**src/rtl/ssp_pkg.sv**
```systemverilog
// Shared SSP definitions: default FIFO geometry and a ceil-log2 helper
// used by both the transmit and receive FIFOs.
package ssp_pkg;

  localparam int SSP_DATA_W     = 8;
  localparam int SSP_FIFO_DEPTH = 4;

  function automatic int ssp_clog2(input int value);
    int bits;
    bits = 0;
    while ((1 << bits) < value) begin
      bits = bits + 1;
    end
    return bits;
  endfunction

endpackage

```
**src/rtl/ssp_fifo_mem.sv**
```systemverilog
// DEPTH x DATA_W register array: synchronous write, asynchronous read by address.
// Contents are deliberately not reset.
module ssp_fifo_mem
  import ssp_pkg::*;
#(
  parameter int DATA_W = SSP_DATA_W,
  parameter int DEPTH  = SSP_FIFO_DEPTH,
  localparam int AW    = ssp_clog2(DEPTH)
) (
  input  logic              clk,
  input  logic              we,
  input  logic [AW-1:0]     waddr,
  input  logic [DATA_W-1:0] wdata,
  input  logic [AW-1:0]     raddr,
  output logic [DATA_W-1:0] rdata
);

  logic [DATA_W-1:0] mem [DEPTH];

  always_ff @(posedge clk) begin
    if (we) begin
      mem[waddr] <= wdata;
    end
  end

  assign rdata = mem[raddr];

endmodule

```
**src/rtl/ssp_tx_fifo_p.sv**
```systemverilog
// SSP transmit FIFO: show-ahead circular buffer with level, full and watermark interrupt.
// Optional sticky overrun flag enabled by defining SSP_TX_OVERRUN_EN.
module ssp_tx_fifo_p
  import ssp_pkg::*;
#(
  parameter int DATA_W    = SSP_DATA_W,
  parameter int DEPTH     = SSP_FIFO_DEPTH,
  parameter int WATERMARK = 2,
  localparam int CNT_W    = ssp_clog2(DEPTH + 1)
) (
  input  logic              PCLK,
  input  logic              CLEAR_B,
  input  logic              PSEL,
  input  logic              PWRITE,
  input  logic [DATA_W-1:0] PWDATA,
  input  logic              NextWord,
  output logic              ValidWord,
  output logic [DATA_W-1:0] TxData,
  output logic              TxFull,
  output logic [CNT_W-1:0]  TxLevel,
  output logic              SSPTXINTR
`ifdef SSP_TX_OVERRUN_EN
  ,
  input  logic              OvrClr,
  output logic              TxOverrun
`endif
);

  localparam int AW = ssp_clog2(DEPTH);

  logic [AW-1:0]     wr_ptr;
  logic [AW-1:0]     rd_ptr;
  logic [CNT_W-1:0]  level;
  logic [DATA_W-1:0] head;
  logic              valid;
  logic              full;
  logic              write_req;
  logic              push;
  logic              pop;

  assign valid     = (level != '0);
  assign full      = (level == CNT_W'(DEPTH));
  assign pop       = NextWord & valid;
  assign write_req = PSEL & PWRITE;
  // A pop in the same cycle frees the slot a full-FIFO write needs.
  assign push      = write_req & (~full | pop);

  always_ff @(posedge PCLK or negedge CLEAR_B) begin
    if (!CLEAR_B) begin
      wr_ptr <= '0;
      rd_ptr <= '0;
      level  <= '0;
    end else begin
      if (push) begin
        wr_ptr <= wr_ptr + AW'(1);
      end
      if (pop) begin
        rd_ptr <= rd_ptr + AW'(1);
      end
      case ({push, pop})
        2'b10:   level <= level + CNT_W'(1);
        2'b01:   level <= level - CNT_W'(1);
        default: level <= level;
      endcase
    end
  end

  ssp_fifo_mem #(
    .DATA_W (DATA_W),
    .DEPTH  (DEPTH)
  ) u_mem (
    .clk   (PCLK),
    .we    (push),
    .waddr (wr_ptr),
    .wdata (PWDATA),
    .raddr (rd_ptr),
    .rdata (head)
  );

  assign ValidWord = valid;
  assign TxFull    = full;
  assign TxLevel   = level;
  assign TxData    = valid ? head : '0;
  assign SSPTXINTR = (level <= CNT_W'(WATERMARK));

`ifdef SSP_TX_OVERRUN_EN
  logic overrun;

  always_ff @(posedge PCLK or negedge CLEAR_B) begin
    if (!CLEAR_B) begin
      overrun <= 1'b0;
    end else if (write_req & full & ~pop) begin
      overrun <= 1'b1;
    end else if (OvrClr) begin
      overrun <= 1'b0;
    end
  end

  assign TxOverrun = overrun;
`endif

endmodule

```
**config.mk**
```make
export PLATFORM = sky130hd
export DESIGN_NAME = ssp_tx_fifo_p
export DESIGN_NICKNAME = d
export VERILOG_FILES = /design/src/rtl/ssp_pkg.sv /design/src/rtl/ssp_fifo_mem.sv /design/src/rtl/ssp_tx_fifo_p.sv
export SDC_FILE = /design/constraint.sdc
export NUM_CORES = 1
export LEC_CHECK = 0
export CAP_MARGIN = 20
export CELL_PAD_IN_SITES_DETAIL_PLACEMENT = 1
export CELL_PAD_IN_SITES_GLOBAL_PLACEMENT = 1
export CORE_MARGIN = 2
export CORE_UTILIZATION = 35
export DETAILED_ROUTE_END_ITERATION = 8
export GPL_TIMING_DRIVEN = 0
export PLACE_DENSITY_LB_ADDON = 0.1
export SLEW_MARGIN = 10
export SYNTH_ARGS = -nofsm -noshare
export SYNTH_HDL_FRONTEND = slang
export SYNTH_SLANG_ARGS = --single-unit
```
**constraint.sdc**
```tcl
create_clock -name PCLK -period 3.8 [get_ports PCLK]
set_input_delay 0.38 -clock PCLK [delete_from_list [all_inputs] [get_ports PCLK]]
set_output_delay 0.38 -clock PCLK [all_outputs]
set_load 0.01 [all_outputs]
```
==> impl_metrics.env <==
export IMPL_outcome="complete, no violations"
export IMPL_cp_end_kind="output port"
export IMPL_clock_fmax_mhz=402
export IMPL_netlist_area_um2=1790
export IMPL_drt_pass1_iterations=4
export IMPL_cts_setup_buffers=0
export IMPL_cts_root_buf="clkbuf_8"
export IMPL_crit_chain="buf_2 > mux4_2 > and2_1 > clkdlybuf4s50_1"
export IMPL_maxCapViolations=0
export IMPL_tightest_slew_ns=0.589
export IMPL_synth_seq_cells=39
export IMPL_layout_area_overhead_vs_synth_pct=24.8
export IMPL_antenna_diode_count=0
export IMPL_cts_resized_gates=0
export IMPL_fin_crit_sh_pct=65.4
export IMPL_synth_edf_count=32
export IMPL_multiInputGateArea_um2=579
export IMPL_crit_slowest_cell="mux4_2"
export IMPL_start_util_pct=35.6
export IMPL_seq_area_um2=1140
export IMPL_dp_final_hpwl_mm=2.39
export IMPL_num_fill_cells=520
export IMPL_routed_via_density=4.77
export IMPL_layout_drive_gt1_share_pct=19.9
export IMPL_insertion_delay_ns=0.29
export IMPL_synth_top_area_share_pct=53.6
export IMPL_placed_cell_area_um2=2120
export IMPL_yosysMostFrequentCell="edfxtp_1"
export IMPL_crit_path_start_kind="register"
export IMPL_finalHoldViolations=0
export IMPL_fin_area_um2=2240
export IMPL_hold_ws_ns=0.357
export IMPL_drt_total_wl_mm=3.37
export IMPL_cts_tree="done"
export IMPL_slew_limit_headroom_pct=60.7
export IMPL_grt_remaining_overflow=0
export IMPL_powerDensity_nw_per_um2=731
export IMPL_synth_distinct_cells=32
export IMPL_syn_inst=114
export IMPL_fin_util_pct=44.4
export IMPL_synthTopCellsByCount="edfxtp_1 (32), and2_1 (13), mux4_2 (8)"
export IMPL_rows=26
export IMPL_grt_pass1_wl_mm=5.49
export IMPL_ff2ff_path_depth=8
export IMPL_pin_count=27
export IMPL_synthArstFlopShare_pct=17.9
export IMPL_cp_slowest_stage_delay_ns=0.55
export IMPL_ys_seq_area_share_pct=63.3
export IMPL_hold_buffers=0
export IMPL_p_leak_uw=0.000809
export IMPL_ant_nets=0
export IMPL_gp_congestion=0.658
export IMPL_die_area_um2=5720
export IMPL_cts_made_buffers=5
export IMPL_nNetsFinal=163
export IMPL_worstPathArrival_ns=2.11
export IMPL_syn_num_nets=132
export IMPL_required_ns=3.42
export IMPL_ir_worst_vdd_mv=0.283
export IMPL_grt_pass1_vias=1125
export IMPL_rrSetupSlack_ns=1.48
export IMPL_synth_top_area_cell="edfxtp_1"
export IMPL_yosys_warnings=0
export IMPL_rsz0062_at_grt="no"
export IMPL_port_buffers=24
export IMPL_finalSetupTns_ns=0
export IMPL_fp_dieH_um=75.6
export IMPL_finalMaxSlewViolations=0
export IMPL_setup_viol=0
export IMPL_p_total_uw=1640
export IMPL_skew_ns=0.00694
export IMPL_yosys_top_cells_area="edfxtp_1 (54%), mux4_2 (10%), dfrtp_1 (9.8%)"
export IMPL_worstSetupPathType="reg2out"
export IMPL_antenna_found_initial=0
export IMPL_clk_pin_slew_worst_paths_ns=0.07
export IMPL_grt_max_degree=13
export IMPL_cts_sinks=39
export IMPL_grt_usage_pct=13.7
export IMPL_worstHoldPathType="in2async"
export IMPL_dr_total_vias=1031
export IMPL_cts_htree_levels=2
export IMPL_fp_dieW_um=75.6
export IMPL_synth_ff_type="edfxtp_1"
export IMPL_drtIter0Drc=46
export IMPL_cp_max_fo=10
export IMPL_route_detailed_drc=0
export IMPL_wl_per_cell_um=15.6
export IMPL_min_period_ns=2.49
export IMPL_syn_avg_cell_area_um2=15.7
export IMPL_core_area_um2=5040
export IMPL_clk_path_buf_depth=2
[flip-flops by register name (all words and copies together) (netlist names)]
| signal | count |
|---|---|
| u_mem.mem | 32 |
| TxLevel | 3 |
| rd_ptr | 2 |
| wr_ptr | 2 |
[final cells by class]
type | count | share of cell area [%]
plain buffers | 9 | 2.51
flip-flops and latches | 39 | 50.7
clock inverters | 2 | 1.56
multi-input cells | 60 | 25.9
inverters | 6 | 1.01
clock buffers | 6 | 3.69
well taps | 70 | 3.91
repair buffers | 24 | 10.7
[cell families (layout without fill, tap and decap cells)]
| group | Yosys count | after routing | synth area share (%) |
|---|---|---|---|
| mux | 10 | 10 | 11.5 |
| flops | 39 | 39 | 63.3 |
| xor+xnor | 3 | 3 | 1.46 |
| fa+ha+maj | 5 | 5 | 3.91 |
| buf+inv | 15 | 47 | 4.39 |
| simple gates | 27 | 27 | 9.14 |
| compound gates | 15 | 15 | 6.28 |
[worst max-delay path: cells and delay by family (launching register included)]
kind	cells	cell delay, ns
muxes	1	0.55
and+or+nand+nor	1	0.17
DFF	1	0.32
buffers and inverters	2	0.78
[cell usage in the layout, fill, tap and decap left out, types with 3 or more instances in the layout]
cell type	count
clkdlybuf4s50_1	24
dfrtp_1	7
clkbuf_8	6
ha_1	4
xnor2_1	3
nand3_1	4
edfxtp_1	32
and2_1	13
o21ai_0	3
buf_2	6
inv_1	6
mux4_2	8
[final timing paths]
kind / end / startpoint
setup / recovery: TxData[7] / rd_ptr[0]
hold / removal: rd_ptr[0] / CLEAR_B
setup reg to reg: TxLevel[2] / TxLevel[1]
hold reg to reg: wr_ptr[1] / wr_ptr[1]
max in group asynchronous: wr_ptr[0] / CLEAR_B
min in group PCLK: TxLevel[0] / PWRITE
[stage by stage]
step | std cells | worst slack [ns]
after detailed placement | 208 | 1.39
after CTS | 216 | 1.27
after floorplan | 114 | 1.61
after global routing | 216 | 1.18
after global placement | 208 | 1.39
final | 216 | 1.31
[where the power goes]
| group | total (uW) | leakage, uW | switching [uW] | internal [uW] |
|---|---|---|---|---|
| logic | 722 | 0.000373 | 334 | 389 |
| clock network | 350 | 0.0000612 | 138 | 212 |
| registers | 566 | 0.000374 | 26.3 | 540 |
[per-layer routing]
metal / GRT usage, % / share of wire (%)
met1: 17.7 / 45
met2: 22.4 / 50
met3: 3.31 / 3.4
met4: 5.26 / 1.1
met5: 0 / 0
Note: power is estimated with default switching activity, not from simulation.
